<file path="config.mk">
export PLATFORM = sky130hd
export DESIGN_NAME = sensor_conditioner
export DESIGN_NICKNAME = d
export VERILOG_FILES = /design/src/rtl/sensor_pkg.sv /design/src/rtl/sensor_conditioner_avg_window.sv /design/src/rtl/sensor_conditioner.sv
export SDC_FILE = /design/constraint.sdc
export NUM_CORES = 1
export LEC_CHECK = 0
export BUFFER_PORTS_ARGS = -buffer_cell sky130_fd_sc_hd__buf_2
export CORE_MARGIN = 2
export CORE_UTILIZATION = 64
export CTS_BUF_LIST = sky130_fd_sc_hd__clkbuf_4
export CTS_CLUSTER_SIZE = 12
export DETAILED_ROUTE_END_ITERATION = 8
export PLACE_DENSITY = 0.95
export SLEW_MARGIN = 20
export SYNTH_ARGS = -nofsm -noshare
export SYNTH_HDL_FRONTEND = slang
export SYNTH_HIERARCHICAL = 1
export SYNTH_SLANG_ARGS = --single-unit
</file>
<file path="constraint.sdc">
create_clock -name clk -period 7.1 [get_ports clk]
set_clock_uncertainty 0.15 [all_clocks]
set_input_delay 1.065 -clock clk [delete_from_list [all_inputs] [get_ports clk]]
set_output_delay 1.065 -clock clk [all_outputs]
set_load 0.03 [all_outputs]
</file>
<file path="src/rtl/sensor_pkg.sv">
// Shared types and helpers for the sensor conditioner.
// FSM encoding and averaging-window depth.
package sensor_pkg;

   typedef enum logic [1:0] {
      IDLE  = 2'd0,
      CALIB = 2'd1,
      DONE  = 2'd2
   } state_e;

   function automatic int win_depth(input int log2);
      return 1 << log2;
   endfunction

endpackage

</file>
<file path="src/rtl/sensor_conditioner_avg_window.sv">
// One channel's circular sample buffer with running sum.
// Average is the sum shifted right, floor toward -inf.
module avg_window
   import sensor_pkg::*;
#(
   parameter int DATA_W   = 16,
   parameter int AVG_LOG2 = 2
) (
   input  logic                clk,
   input  logic                n_rst,
   input  logic                clr_in,
   input  logic                wr_in,
   input  logic [AVG_LOG2-1:0] ptr_in,
   input  logic [DATA_W-1:0]   din,
   output logic [DATA_W-1:0]   avg_out
);

   localparam int DEPTH = win_depth(AVG_LOG2);
   localparam int SUM_W = DATA_W + AVG_LOG2;

   logic [DATA_W-1:0] mem_q [DEPTH];
   logic [DATA_W-1:0] mem_d [DEPTH];
   logic [SUM_W-1:0]  sum_q, sum_d;
   logic [SUM_W-1:0]  new_ext, old_ext;

   assign new_ext = {{AVG_LOG2{din[DATA_W-1]}}, din};
   assign old_ext = {{AVG_LOG2{mem_q[ptr_in][DATA_W-1]}},
                     mem_q[ptr_in]};

   // replace oldest entry, keep sum consistent with buffer
   always_comb begin
      mem_d = mem_q;
      sum_d = sum_q;
      if (clr_in) begin
         for (int i = 0; i < DEPTH; i++) mem_d[i] = '0;
         sum_d = '0;
      end else if (wr_in) begin
         mem_d[ptr_in] = din;
         sum_d = sum_q + new_ext - old_ext;
      end
   end

   // window storage
   always_ff @(posedge clk or negedge n_rst) begin
      if (!n_rst) begin
         for (int i = 0; i < DEPTH; i++) mem_q[i] <= '0;
         sum_q <= '0;
      end else begin
         mem_q <= mem_d;
         sum_q <= sum_d;
      end
   end

   // arithmetic shift then truncate == take the upper slice
   assign avg_out = sum_q[AVG_LOG2 +: DATA_W];

endmodule

</file>
<file path="src/rtl/sensor_conditioner.sv">
// Per-channel offset calibration with saturation and
// moving average; one channel handled per CALIB cycle.
module sensor_conditioner
   import sensor_pkg::*;
#(
   parameter int DATA_W   = 16,
   parameter int NUM_CH   = 3,
   parameter int AVG_LOG2 = 2
) (
   input  logic                     clk,
   input  logic                     n_rst,
   input  logic                     load_in,
   input  logic                     clear_in,
   input  logic                     bypass_avg_in,
   input  logic [NUM_CH*DATA_W-1:0] sample_in,
   input  logic [NUM_CH*DATA_W-1:0] offset_in,
   output logic [NUM_CH*DATA_W-1:0] data_out,
   output logic                     data_done_out,
   output logic                     busy_out,
   output logic                     avg_full_out
);

   localparam int DEPTH = win_depth(AVG_LOG2);
   localparam int IDX_W = (NUM_CH > 1) ? $clog2(NUM_CH) : 1;
   localparam int VEC_W = NUM_CH * DATA_W;
   localparam logic [IDX_W-1:0] LAST_CH = IDX_W'(NUM_CH - 1);
   localparam logic [AVG_LOG2:0] FILL_MAX = (AVG_LOG2 + 1)'(DEPTH);

   state_e              state_q, state_d;
   logic [IDX_W-1:0]    idx_q, idx_d;
   logic [VEC_W-1:0]    sample_q, sample_d;
   logic [VEC_W-1:0]    offset_q, offset_d;
   logic [VEC_W-1:0]    cal_q, cal_d;
   logic [VEC_W-1:0]    data_q, data_d;
   logic                bypass_q, bypass_d;
   logic                done_q, done_d;
   logic                busy_q, busy_d;
   logic [AVG_LOG2-1:0] ptr_q, ptr_d;
   logic [AVG_LOG2:0]   fill_q, fill_d;

   logic                idle_ok, start, clr;
   logic [DATA_W-1:0]   cal_val;
   logic [DATA_W-1:0]   avg_w [NUM_CH];

   function automatic logic [DATA_W-1:0] sat_sub(
      input logic [DATA_W-1:0] a,
      input logic [DATA_W-1:0] b
   );
      logic [DATA_W:0] d;
      d = {a[DATA_W-1], a} - {b[DATA_W-1], b};
      if (d[DATA_W] != d[DATA_W-1])
         sat_sub = d[DATA_W] ? {1'b1, {(DATA_W-1){1'b0}}}
                             : {1'b0, {(DATA_W-1){1'b1}}};
      else
         sat_sub = d[DATA_W-1:0];
   endfunction

   // busy_q covers the cycle after DONE, so gate on it too
   assign idle_ok = (state_q == IDLE) && !busy_q;
   assign clr     = idle_ok && clear_in;
   assign start   = idle_ok && load_in && !clear_in;

   assign cal_val = sat_sub(sample_q[int'(idx_q)*DATA_W +: DATA_W],
                            offset_q[int'(idx_q)*DATA_W +: DATA_W]);

   genvar c;
   generate
      for (c = 0; c < NUM_CH; c++) begin : g_win
         avg_window #(
            .DATA_W  (DATA_W),
            .AVG_LOG2(AVG_LOG2)
         ) u_win (
            .clk    (clk),
            .n_rst  (n_rst),
            .clr_in (clr),
            .wr_in  ((state_q == CALIB) && (idx_q == IDX_W'(c))),
            .ptr_in (ptr_q),
            .din    (cal_val),
            .avg_out(avg_w[c])
         );
      end
   endgenerate

   // state register
   always_ff @(posedge clk or negedge n_rst) begin
      if (!n_rst) state_q <= IDLE;
      else        state_q <= state_d;
   end

   // next-state logic
   always_comb begin
      state_d = state_q;
      unique case (state_q)
         IDLE:    if (start) state_d = CALIB;
         CALIB:   if (idx_q == LAST_CH) state_d = DONE;
         DONE:    state_d = IDLE;
         default: state_d = IDLE;
      endcase
   end

   // output strobes, registered one cycle behind the state
   always_comb begin
      busy_d = (state_q != IDLE);
      done_d = (state_q == DONE);
   end

   // capture, per-channel calibration and result update
   always_comb begin
      idx_d    = idx_q;
      sample_d = sample_q;
      offset_d = offset_q;
      bypass_d = bypass_q;
      cal_d    = cal_q;
      data_d   = data_q;
      ptr_d    = ptr_q;
      fill_d   = fill_q;
      unique case (state_q)
         IDLE: begin
            idx_d = '0;
            if (start) begin
               sample_d = sample_in;
               offset_d = offset_in;
               bypass_d = bypass_avg_in;
            end
            if (clr) begin
               ptr_d  = '0;
               fill_d = '0;
            end
         end
         CALIB: begin
            cal_d[int'(idx_q)*DATA_W +: DATA_W] = cal_val;
            idx_d = idx_q + 1'b1;
         end
         DONE: begin
            for (int i = 0; i < NUM_CH; i++)
               data_d[i*DATA_W +: DATA_W] =
                  bypass_q ? cal_q[i*DATA_W +: DATA_W] : avg_w[i];
            ptr_d = ptr_q + 1'b1;
            if (fill_q != FILL_MAX) fill_d = fill_q + 1'b1;
         end
         default: idx_d = '0;
      endcase
   end

   // datapath registers
   always_ff @(posedge clk or negedge n_rst) begin
      if (!n_rst) begin
         idx_q    <= '0;
         sample_q <= '0;
         offset_q <= '0;
         bypass_q <= 1'b0;
         cal_q    <= '0;
         data_q   <= '0;
         done_q   <= 1'b0;
         busy_q   <= 1'b0;
         ptr_q    <= '0;
         fill_q   <= '0;
      end else begin
         idx_q    <= idx_d;
         sample_q <= sample_d;
         offset_q <= offset_d;
         bypass_q <= bypass_d;
         cal_q    <= cal_d;
         data_q   <= data_d;
         done_q   <= done_d;
         busy_q   <= busy_d;
         ptr_q    <= ptr_d;
         fill_q   <= fill_d;
      end
   end

   assign data_out      = data_q;
   assign data_done_out = done_q;
   assign busy_out      = busy_q;
   assign avg_full_out  = (fill_q == FILL_MAX);

endmodule

</file>
==> flow_summary.ini <==
[floorplanning]
die_x_um = 203
placementRows = 72
die_y_um = 203
initial_core_util = 0.651
core_area_um2 = 38800
dieArea_um2 = 41100
io_pins = 152

[worst_setup_path]
crit_arrival_ns = 7.33
critPathCaptureType = register
worstRegToRegCells = 25
critical_path_class = reg -> reg
timing.rr.start = idx_q[0]
reg2reg_setup_slack_ns = 0.31
cp_max_fo = 28
r2r-end = g_win[2].u_win/sum_q[17]
cp-start-kind = register
crit_end = g_win[2].u_win/sum_q[17]
critPathLaunch = idx_q[0]
cp.required_ns = 7.64

[flow_run]
maxCapViolations = 0

[yosys]
synth_seq_area_share = 0.445
synthArstFlopShare = 1.00
ys_types = 90
ys_seq_elements = 450
syn_avg_cell_area_um2 = 9.74
synth_ff_type = dfrtp_1
synthCells = 2597
synth_edf_count = 0
yosysWarnings = 6
synth_nets = 2831
synthesis.area_um2 = 25300

[drt]
vias = 20778
drc_errors = 0
routed_wl_mm = 70.1
routed_via_density = 6.29
wl_per_cell_um = 21.2
drtIter0Drc = 2378
antenna_left = 0
dr.pass1.iters = 9

[sta]
setup_violations = 0
rsz0062_at_grt = no
fin_crit_sh = 0.956
finalSetupTns_ns = 0
slew_violations = 0
slew_headroom = 0.207
holdWs_ns = 0.153
fmax_mhz = 147
finalHoldViolations = 0
finalCriticalPeriod_ns = 6.79
tightest_slew_ns = 1.19

[cts]
ctsHoldBuffers = 0
cts_sinks = 450
h-tree-depth = 3
clk_pin_slew_ns = 0.07
numCtsBuffers = 113
cts_tree = done
root_buffer = clkbuf_4
clk_latency_ns = 0.86
clock_path_buffers = 3

[worst_hold_path]
hold_path.class = in -> async

[place]
portBuffers = 151
routabilityCongestion = 0.917
dp.final_hpwl_mm = 46.4

[global_routing]
grt_overflow = 0
antenna_found_initial = 3
grt_pass1_vias = 21615
grt.total_usage = 0.345
grt_max_degree = 157
grt_pass1_wl_mm = 112

[status]
status = finished, final reports clean

[cells_and_area]
area_growth_pct = 8.75
nets = 2948
fillCellCount = 2594
drive_gt1_frac = 0.200
state kept, by name (all words and copies together) (netlist names):
register / count
data_done_out: 1
bypass_q: 1
g_win.u_win/mem_q: 192
fill_q: 3
cal_q: 48
offset_q: 48
g_win.u_win/sum_q: 54
state_q: 2
sample_q: 48
ptr_q: 2
idx_q: 2
busy_out: 1
data_out: 48
through the flow:
step                area, um^2  setup slack, ns  instances   util
floorplan                25300            0.744       2597      -
global placement         26100            0.734       3117  0.673
detailed placement       26100            0.543       3117  0.673
CTS                      27500            0.441       3302  0.708
global route             27500         0.000324       3303  0.708
finish                   27500            0.311       3303  0.708
worst min-delay path by stage:
stage,startpoint,endpoint,depth (start not counted)
final,n_rst,g_win[0].u_win/sum_q[12],1
after detailed placement,data_out[38],data_out[38],2
after CTS,n_rst,g_win[0].u_win/sum_q[12],1
after global routing,n_rst,g_win[0].u_win/sum_q[12],1
after floorplan,cal_q[0],cal_q[0],2
after global placement,data_out[25],data_out[25],2
logic make-up (layout without fill, tap and decap cells):
kind of cell / Yosys count / in the layout / share of synthesized area
other cells: 0 / 1 / 0
simple gates: 752 / 752 / 0.126
buf+inv: 414 / 601 / 0.0698
compound gates: 538 / 538 / 0.128
flops: 450 / 450 / 0.445
mux: 252 / 252 / 0.129
xor+xnor: 44 / 44 / 0.0158
fa+ha+maj: 147 / 147 / 0.0873
cells in the mapped netlist (4+ instances only):
cell type  count  area (um^2)
dfrtp_1      450        11300
nand3b_1       5         37.5
nand2_1      521         1960
o31ai_1        4         30.0
nand4_1       12         75.1
o21a_1         5         37.5
nand2b_1      14         87.6
and3_1         9         56.3
a211oi_1      13         97.6
a31oi_1        5         31.3
a211oi_2       4         50.1
a21oi_1      255         1280
o21ai_1       13         65.1
o21ai_0      116          581
fa_1          52         1040
mux2_2        99         1110
mux2i_1      102         1020
a21o_1        29          218
nor2b_1       10         62.6
maj3_1         4         40.0
or3_1          7         43.8
a22o_1        29          254
mux4_2        48         1080
buf_4         51          383
ha_1          81         1010
and2_1         8         50.1
inv_1        225          845
buf_2         15         75.1
xnor2_1       23          201
o211ai_1       6         45.0
buf_1         10         37.5
clkbuf_1     110          413
nor3_1        21          105
or2_2          6         37.5
nor2_1        92          345
maj3_2        10          113
o21bai_1      10         75.1
xor2_1        19          166
nand3_1       28          140
nor3b_2        4         50.1
critical path, cell delays in order, from the launching register on:
cell and delay, ns:
dfrtp_1 0.38, inv_1 0.21, nor2_2 0.10, buf_4 0.23
nand2_1 0.11, o21ai_0 0.10, ha_1 0.44, nand2_1 0.16
o21ai_0 0.38, a221oi_1 0.17, o22ai_1 0.32, inv_2 0.14
buf_4 0.19, maj3_1 0.37, inv_1 0.48, inv_1 0.17
fa_1 0.56, inv_1 0.04, ha_1 0.36, and3_1 0.22
and4bb_1 0.21, a211oi_2 0.29, o21ai_1 0.13, and2_4 0.16
a211oi_2 0.18, mux2_1 0.34
final cells by class:
class | instances | area, um^2 | share of cell area
Timing Repair Buffer | 189 | 1090 | 0.0396
Clock inverter | 32 | 194 | 0.00705
Antenna cell | 1 | 2.50 | 0.0000910
Clock buffer | 153 | 1150 | 0.0418
Multi-Input combinational cell | 1733 | 12300 | 0.447
Sequential cell | 450 | 11300 | 0.410
Tap cell | 518 | 648 | 0.0236
Inverter | 227 | 861 | 0.0313
routing by layer:
| layer | global-route usage | vias up | share of wire |
|---|---|---|---|
| li1 | - | 9015 | - |
| met1 | 0.437 | 10067 | 0.37 |
| met2 | 0.555 | 1397 | 0.47 |
| met3 | 0.0827 | 295 | 0.11 |
| met4 | 0.184 | 4 | 0.050 |
| met5 | 0 | - | 0.00030 |
timing repair:
action,CTS,global route
endpoints found under the setup margin,0,1
resized for setup,0,1
buffers inserted,0,0
endpoints found under the hold margin,0,0
placed cells by master (no fill, tap or decap), types with 12 or more instances in the layout:
| cell type | synthesis | routed |
|---|---|---|
| o21ai_0 | 116 | 116 |
| clkinv_1 | 0 | 22 |
| xor2_1 | 19 | 19 |
| nor3_1 | 21 | 20 |
| inv_1 | 225 | 223 |
| a211oi_1 | 13 | 13 |
| nand2b_1 | 14 | 13 |
| fa_1 | 52 | 52 |
| buf_2 | 15 | 150 |
| a21o_1 | 29 | 29 |
| a21oi_1 | 255 | 255 |
| dfrtp_1 | 450 | 446 |
| nand2_1 | 521 | 521 |
| nand4_1 | 12 | 12 |
| buf_4 | 51 | 35 |
| nor2_1 | 92 | 91 |
| o21ai_1 | 13 | 13 |
| mux4_2 | 48 | 48 |
| mux2i_1 | 102 | 102 |
| mux2_2 | 99 | 99 |
| xnor2_1 | 23 | 23 |
| ha_1 | 81 | 81 |
| a22o_1 | 29 | 29 |
| nand3_1 | 28 | 28 |
| clkbuf_4 | 0 | 153 |
Power is not shown: default switching activity piles up to over one toggle a cycle in this logic, so the estimate is an artifact.
